<file path="config.mk">
export PLATFORM = sky130hd
export DESIGN_NAME = if_id_buffer
export DESIGN_NICKNAME = d
export VERILOG_FILES = /design/src/rtl/if_id_buffer.sv
export SDC_FILE = /design/constraint.sdc
export NUM_CORES = 1
export LEC_CHECK = 0
export BUFFER_PORTS_ARGS = -buffer_cell sky130_fd_sc_hd__buf_4
export CORE_UTILIZATION = 52
export DETAILED_ROUTE_END_ITERATION = 7
export GPL_TIMING_DRIVEN = 0
export PLACE_DENSITY = 0.85
export SLEW_MARGIN = 30
export SYNTH_ARGS = -nofsm -noshare
export SYNTH_HDL_FRONTEND = slang
export SYNTH_SLANG_ARGS = --single-unit
</file>
<file path="constraint.sdc">
create_clock -name clk -period 7.65 [get_ports clk]
set_input_delay 1.9125 -clock clk [delete_from_list [all_inputs] [get_ports clk]]
set_output_delay 1.9125 -clock clk [all_outputs]
set_load 0.1 [all_outputs]
</file>
<file path="src/rtl/if_id_buffer.sv">
// IF/ID decoupling FIFO: DEPTH-entry circular buffer of {pc, instr} pairs with
// flush priority. Define IF_ID_BYPASS_EN for zero-latency pass-through when empty.
module if_id_buffer #(
  parameter int DEPTH = 2
) (
  input  logic                     clk,
  input  logic                     rst,
  input  logic                     if_valid,
  input  logic [31:0]              if_pc,
  input  logic [31:0]              if_instr,
  output logic                     if_ready,
  output logic                     id_valid,
  output logic [31:0]              id_pc,
  output logic [31:0]              id_instr,
  output logic [31:0]              id_pc_add_4,
  input  logic                     id_ready,
  input  logic                     flush,
  output logic [$clog2(DEPTH):0]   count
);

  localparam int          AW    = $clog2(DEPTH);
  localparam logic [AW:0] FULL  = (AW+1)'(DEPTH);
  localparam logic [AW-1:0] PTR_ONE = AW'(1);
  localparam logic [AW:0]   CNT_ONE = (AW+1)'(1);
  localparam logic [31:0] NOP   = 32'h0000_0013;

  logic [AW-1:0] wp_q, wp_d, rp_q, rp_d;
  logic [AW:0]   count_q, count_d;
  logic [31:0]   pc_mem_q    [DEPTH];
  logic [31:0]   pc_mem_d    [DEPTH];
  logic [31:0]   instr_mem_q [DEPTH];
  logic [31:0]   instr_mem_d [DEPTH];

  logic empty, bypass, show, push, store, pop;

  // Output side: head entry, or NOP/zero when nothing is presentable
  always_comb begin
    empty  = (count_q == '0);
    bypass = 1'b0;
`ifdef IF_ID_BYPASS_EN
    bypass = empty && if_valid;
`endif
    if_ready = (count_q != FULL);
    show     = !empty || bypass;
    id_valid = !empty || (bypass && !flush);
    id_pc    = '0;
    id_instr = NOP;
    if (bypass) begin
      id_pc    = if_pc;
      id_instr = if_instr;
    end else if (!empty) begin
      id_pc    = pc_mem_q[rp_q];
      id_instr = instr_mem_q[rp_q];
    end
    id_pc_add_4 = show ? (id_pc + 32'd4) : '0;
  end

  // A bypassed pair consumed in the same cycle never touches storage
  always_comb begin
    push  = if_valid && if_ready && !flush;
    store = push && !(bypass && id_ready);
    pop   = !empty && id_ready && !flush;

    wp_d        = wp_q;
    rp_d        = rp_q;
    count_d     = count_q;
    pc_mem_d    = pc_mem_q;
    instr_mem_d = instr_mem_q;

    if (flush) begin
      wp_d    = '0;
      rp_d    = '0;
      count_d = '0;
    end else begin
      if (store) begin
        pc_mem_d[wp_q]    = if_pc;
        instr_mem_d[wp_q] = if_instr;
        wp_d              = wp_q + PTR_ONE;
      end
      if (pop) rp_d = rp_q + PTR_ONE;
      case ({store, pop})
        2'b10:   count_d = count_q + CNT_ONE;
        2'b01:   count_d = count_q - CNT_ONE;
        default: count_d = count_q;
      endcase
    end
  end

  always_ff @(posedge clk or negedge rst) begin
    if (!rst) begin
      wp_q    <= '0;
      rp_q    <= '0;
      count_q <= '0;
    end else begin
      wp_q    <= wp_d;
      rp_q    <= rp_d;
      count_q <= count_d;
    end
  end

  // Payload storage is never reset; the empty-state mux hides stale contents
  always_ff @(posedge clk) begin
    pc_mem_q    <= pc_mem_d;
    instr_mem_q <= instr_mem_d;
  end

  assign count = count_q;

endmodule

</file>
---- Word level (Yosys, flattened, before mapping) ----
Cells that the tools add are included.
cells by class
  equality and inequality tests ........... 3
  $lt $le $gt $ge ......................... 3
  bitwise gates (word level) .............. 3
  div/mod/pow operators ................... 0
  shifts and indexed selects .............. 0
  add/subtract/negate cells ............... 5
  multipliers ............................. 0
  reductions and logical operators ........ 12
  muxes and demuxes ....................... 19
operators by type and width
  operator                                                                       number
  32-bit two-way mux                                                             10
  64-bit bitwise mux                                                             2
  32-bit by 3-bit adder with 32-bit output (second input constant)               1
  32-bit demux with 1-bit select                                                 1
  1-bit logical AND                                                              5
  2-bit greater-or-equal comparator (second input constant)                      2
  1-bit two-way mux                                                              4
  1-bit inverter with 2-bit output                                               2
  2-bit case mux with 2 select lines                                             1
  2-bit nonzero test                                                             2
  3-bit nonzero test                                                             1
  1-bit adder (second input constant)                                            2
  2-bit by 1-bit adder with 2-bit output (second input constant)                 1
  2-bit by 1-bit == test with 1-bit output (second input constant)               1
  2-bit == test (second input constant)                                          1
  1-bit logical NOT                                                              2
  2-bit logical NOT                                                              1
  2-bit by 1-bit less-than comparator with 1-bit output (second input constant)  1
  2-bit two-way mux                                                              1
  2-bit inequality test (second input constant)                                  1
  2-bit AND reduction                                                            1
  2-bit by 1-bit subtractor with 2-bit output (second input constant)            1
  1-bit inverter                                                                 1
storage, ports and cells
  bits in read-only memories .............. 0
  latch bits .............................. 0
  memories kept ........................... 0
  bits in registers ....................... 132
  RAM bits ................................ 0
  input bits .............................. 69

---- Depth between registers and ports, before layout ----
Gate-level depths: netlist (run 1).
  depth after elaboration ................. 7
  gate-level depth with buffers ........... 13
  mapped depth without buffers ............ 9

---- Worst setup path after synthesis (run 1) ----
No wires, ideal clock.
  path type ............................... reg2out
  from .................................... register count_q[1], in the netlist count[1]
  to ...................................... output port id_pc_add_4[26]
  path buffers ............................ 3
  data arrival time ....................... 6,681 ps
  stages on the path, launching flop included .. 13
  required time ........................... 5,738 ps
  setup slack ............................. -944 ps
  cells stage by stage .................... dfrtp_1 nor2_2 clkbuf_1 clkbuf_1 clkbuf_1 nor2_1 ha_1 o21ai_0 nor2_1 nand4_1 nor4_2 a21oi_1 nor3_1
on the way
  longest elaborated chain between the ends .. 4
RTL lines
  element                                   line  source
  start: declaration                        28    logic [AW:0] count_q, count_d;
  start signal: assignment                  97    count_q <= count_d;
  2-bit logical NOT                         38    empty = (count_q == '0);
  32-bit two-way mux                        51    end else if (!empty) begin
  named net id_pc[3]                        13    output logic [31:0] id_pc,
  32-bit by 3-bit adder with 32-bit output  55    id_pc_add_4 = show ? (id_pc + 32'd4) : '0;
  32-bit two-way mux                        55
  end: declaration                          15    output logic [31:0] id_pc_add_4,
The timed path passes the listed nets, and every way through them passes these cells.

---- Worst setup path after layout (run 1) ----
  from .................................... register count_q[1], in the netlist count[1]
  to ...................................... output port id_pc_add_4[26]
on the way
  longest elaborated chain between the ends .. 4
RTL lines
  element                                   line
  2-bit logical NOT (*)                     38
  32-bit two-way mux                        51
  32-bit by 3-bit adder with 32-bit output  55
  32-bit two-way mux (*)                    55
Mark *: on every way between the ends. The rest lies on a longest branch, timed or not.

==> flow_summary.toml, run 1 <==
[critical_path]
r2r_end = "instr_mem_q[10]"
crit_path_cell_trace = "nor2_2, clkbuf_1, clkbuf_1, clkbuf_1, nor2_4, ha_1, o21ai_0, nor2_1, nand4_1, nor4_2, and3_1, nor3_2, buf_4"
slowest_stage = "clkbuf_1"
path_max_fanout = 10
cp-start-kind = "flop"
endpoint = "id_pc_add_4[26]"
cp_common_cell = "clkbuf_1"
setup.worst_path.end_class = "output pin"
critPathMaxStageDelay_ns = 0.61
criticalPathCategory = "reg2out"
arrival_ns = 4.74
rr_worst_depth = 7
worst_ep_required_time_ns = 5.74
crit_start = "count[1]"
r2r_start = "count[0]"
reg2reg_slack_ns = 5.05

[hold_path]
min_from = "wp_q"
hp-class = "reg2reg"

[global_routing]
antenna_found_initial = 0
grt_pass1_vias = 4135
grt_max_degree = 17
grt_usage = 0.234
overflow = 0
grt_pass1_wl_mm = 20.0

[floorplanning]
die_h_um = 108
core_area_sq_um = 10800
die_w_um = 108
io_pins = 169
die_area_sq_um = 11600
initial_utilization = 0.536
rows = 38

[yosys]
synth_area_leaders = "edfxtp_1, mux2i_1, nor2_1"
synth_edf_count = 128
synthDominantCellAreaShare = 0.662
synth_common_cells = "edfxtp_1, nor2_1, mux2i_1"
yosysUniqueCellTypes = 45
synth.yosys.seq_area_share = 0.679
synthCells = 408
synth_top_area_cell = "edfxtp_1"
ys_ff_latch = 132
synth-async-reset-ratio = 0.0303
yosysMostFrequentCell = "edfxtp_1"
synth_area_per_cell_sq_um = 14.2
yosysWarnings = 0
syn_nets = 478
syn_area_sq_um = 5810
synthFlopType = "edfxtp_1"

[pwr]
worst_ir_drop_vdd_mv = 0.185
leakagePower_uw = 0.00313
power_uw = 2230
power_density_nw_per_um2 = 278

[sta]
fin_ws_ns = 0.996
holdWs_ns = 0.584
rsz0062_at_grt = "false"
period_minus_slack_ns = 6.65
slew_viol_final = 0
worst_pin_slew_ns = 0.717
finClkSkew_ns = 0.00867
setup_viol = 0
max_clock_freq_mhz = 150
fin_crit_sh = 0.870
final-hold-violation-count = 0
slew_headroom = 0.522

[placed_design]
portBuffers = 168
place_ws_ns = 1.53
gp_congestion = 0.908
postPlaceCellArea_sq_um = 7400
dpl.hpwl_mm = 9.77

[cts]
clk_pin_slew_ns = 0.06
cts_setup_buffers = 0
cts_buffer_depth = 2
clk_latency_ns = 0.50
cts_tree = "built"
root_buffer = "clkbuf_8"
h-tree-depth = 4
clkSinkCount = 132
cts_hold_buf = 0
numCtsBuffers = 17
cts_resized = 0

[routing]
drt_wl_total_mm = 13.3
wire_per_inst_um = 17.4
drt_iter0_drc = 267
ant_nets = 0
drc = 0
via_per_inst = 5.38
vias = 4103
firstDrtPassIters = 7

[final_layout]
area_growth_pct = 37.9
diodes = 0
stdcell_area_sq_um = 8010
drive_above_1_share = 0.396
final_core_util = 0.738
fin_nets = 680

[status]
status = "completed"

[flow_run]
cap_violations = 0
-- worst max-delay path: cells and delay by family, from the launching register on --
kind	cells	cell delay (ns)
adders and majority gates	1	0.24
buffers and inverters	4	1.87
DFF	1	0.46
and+or+nand+nor	7	1.53
AOI/OAI and AO/OA	1	0.12
-- power breakdown --
group          switching (uW)  total [uW]  internal (uW)
logic                     444         576            132
clock network             287         813            526
registers                10.9         839            828
total                     741        2230           1490
-- area by class of cell --
| type | count | area (sq um) |
|---|---|---|
| buffer | 18 | 104 |
| clock buffer | 18 | 418 |
| clock inverter | 14 | 186 |
| fill | 691 | 2840 |
| inverter | 6 | 22.5 |
| multi-input combinational | 252 | 1770 |
| sequential | 132 | 3940 |
| tap | 140 | 175 |
| timing repair buffer | 183 | 1390 |
-- cells by family after synthesis --
family,synth area share
compound gates,0.0218
buf+inv,0.0218
simple gates,0.123
flops,0.679
mux,0.113
xor+xnor,0.0392
fa+ha+maj,0.00215
-- per-layer routing --
metal	wire length, um	vias to the layer above	track usage
met4	364	0	0.0949
met5	0	-	0
met3	1260	39	0.0847
met2	6680	205	0.407
li1	-	1913	-
met1	4990	1946	0.258
-- stage by stage --
stage          std cells  TNS, ns
3_5_place_dp         731        0
4_1_cts              763        0
5_1_grt              763        0
2_1_floorplan        408        0
6_report             763        0
3_3_place_gp         716  -216.71
-- cells in the final DEF (no fill, tap or decap), types with 5 or more instances in the layout --
cell	count
and2_1	6
buf_2	5
buf_4	183
buf_6	6
clkbuf_1	8
clkbuf_16	16
edfxtp_1	128
mux2i_1	60
nand2_1	19
nand3_1	19
nand3b_1	5
nor2_1	60
xnor2_1	17
xor2_1	9
-- state kept, by name, indices dropped and copies added (netlist names) --
signal	count
count	2
instr_mem_q	64
pc_mem_q	64
rp_q	1
wp_q	1
-- worst min path at each step --
stage | endpoint | slack [ns] | cells after the start
5_1_grt | wp_q | 0.61 | 2
2_1_floorplan | wp_q | 0.52 | 2
4_1_cts | wp_q | 0.59 | 2
6_report | wp_q | 0.58 | 2
3_3_place_gp | wp_q | 0.54 | 2
3_5_place_dp | wp_q | 0.57 | 2
(Power assumes the default switching activity.)
==> run 2: changes to the inputs <==
--- a/config.mk
+++ b/config.mk
@@ -9,7 +9,8 @@
 export CORE_UTILIZATION = 52
 export DETAILED_ROUTE_END_ITERATION = 7
 export GPL_TIMING_DRIVEN = 0
-export PLACE_DENSITY = 0.85
+export PLACE_DENSITY = 0.8
+export RECOVER_POWER = 50
 export SLEW_MARGIN = 30
 export SYNTH_ARGS = -nofsm -noshare
 export SYNTH_HDL_FRONTEND = slang
==> flow_summary.toml, run 2 (same netlist as run 1, synthesis figures left out) <==
[routing]
via_per_inst = 5.38
drt_wl_total_mm = 13.5
drc = 0
vias = 4119
wire_per_inst_um = 17.6
drt_iter0_drc = 209
ant_nets = 0
firstDrtPassIters = 5

[floorplanning]
die_area_sq_um = 11600
die_h_um = 108
die_w_um = 108
rows = 38
initial_utilization = 0.536
io_pins = 169
core_area_sq_um = 10800

[cts]
clk_latency_ns = 0.51
clkSinkCount = 132
cts_tree = "built"
cts_buffer_depth = 2
numCtsBuffers = 17
root_buffer = "clkbuf_8"
cts_hold_buf = 0
cts_resized = 0
clk_pin_slew_ns = 0.06
cts_setup_buffers = 0
h-tree-depth = 4

[critical_path]
cpLargestDelayFamily = "buffers and inverters"
criticalPathCategory = "reg2out"
path_max_fanout = 10
worst_ep_required_time_ns = 5.74
rr_worst_depth = 8
crit_path_cell_trace = "nor2_1, clkbuf_1, clkbuf_1, clkbuf_1, nor2_4, ha_1, o21ai_0, nor2_1, nand4_1, nor4_2, and3_1, nor3_2, buf_4"
arrival_ns = 5.10
slowest_stage = "nor2_1"
cp-start-kind = "flop"
cp_common_cell = "clkbuf_1"
cp_num_buf_inv = 4
setup.worst_path.end_class = "output pin"
critPathMaxStageDelay_ns = 0.85
crit_cells = 13

[sta]
worst_pin_slew_ns = 1.07
holdWs_ns = 0.592
final-hold-violation-count = 0
finClkSkew_ns = 0.00657
max_clock_freq_mhz = 143
slew_viol_final = 0
setup_viol = 0
rsz0062_at_grt = "false"
fin_crit_sh = 0.917
slew_headroom = 0.282
period_minus_slack_ns = 7.02
tns_ns = 0

[pwr]
worst_ir_drop_vdd_mv = 0.177
leakagePower_uw = 0.00305
power_density_nw_per_um2 = 285

[global_routing]
grt_usage = 0.243
antenna_found_initial = 0
grt_max_degree = 17
grt_pass1_wl_mm = 20.7
overflow = 0
grt_pass1_vias = 4224

[final_layout]
stdcell_area_sq_um = 7930
layout_common_cells = "edfxtp_1, buf_4, nor2_1, mux2i_1, clkbuf_4"
diodes = 0
area_growth_pct = 36.5
drive_above_1_share = 0.352
final_common_cell = "edfxtp_1"
fin_nets = 682

[placed_design]
postPlaceCellArea_sq_um = 7410
portBuffers = 168
gp_congestion = 0.899
dpl.hpwl_mm = 9.78

[flow_run]
cap_violations = 0

[hold_path]
hold_depth = 2
hp-class = "reg2reg"

[status]
status = "completed"
-- run 2: path summary, 6_finish.rpt --
path | from | to | slack, ns
worst max register to register | count[0] | instr_mem_q[48] | 4.65
worst max-delay path | count[1] | id_pc_add_4[26] | 0.63
min in group asynchronous | rst | count[0] | 1.23
max in group asynchronous | rst | rp_q | 6.23
worst min register to register | wp_q | wp_q | 0.59
worst min-delay path | wp_q | wp_q | 0.59
-- run 2: power by group --
part           total (uW)  switching, uW  internal [uW]
logic                 569            444            125
clock network         850            287            563
registers             839           10.5            828
total                2260            741           1520
-- run 2: metal layers --
metal	track usage	part of all wire	vias to the layer above
met5	0	0	-
met4	0.0910	0.015	0
met3	0.0799	0.095	21
met2	0.413	0.51	212
met1	0.286	0.38	1964
li1	-	-	1922
-- run 2: layout make-up --
cell class,count,area (sq um)
flip-flops and latches,132,3940
fillers,744,2910
multi-input cells,252,1750
repair buffers,185,1300
clock buffers,20,425
clock inverters,12,205
well taps,140,175
plain buffers,18,104
inverters,6,22.5
-- run 2: tightest hold or removal path: cells and delay by family (launching register included) --
family | cells | cell delay (ns)
DFF | 1 | 0.38
and+or+nand+nor | 1 | 0.09
xor gates and xnor gates | 1 | 0.08
-- run 2: per-stage QoR --
stage | worst slack (ns) | std cells | utilization | total power (uW)
final | 0.634 | 765 | 0.731 | 2260
after global placement | -2.18 | 716 | 0.670 | 1420
after detailed placement | 1.50 | 733 | 0.683 | 1430
after CTS | 0.914 | 765 | 0.742 | 2280
after global routing | 0.411 | 765 | 0.731 | 2320
after floorplan | 0.202 | 408 | - | 1290
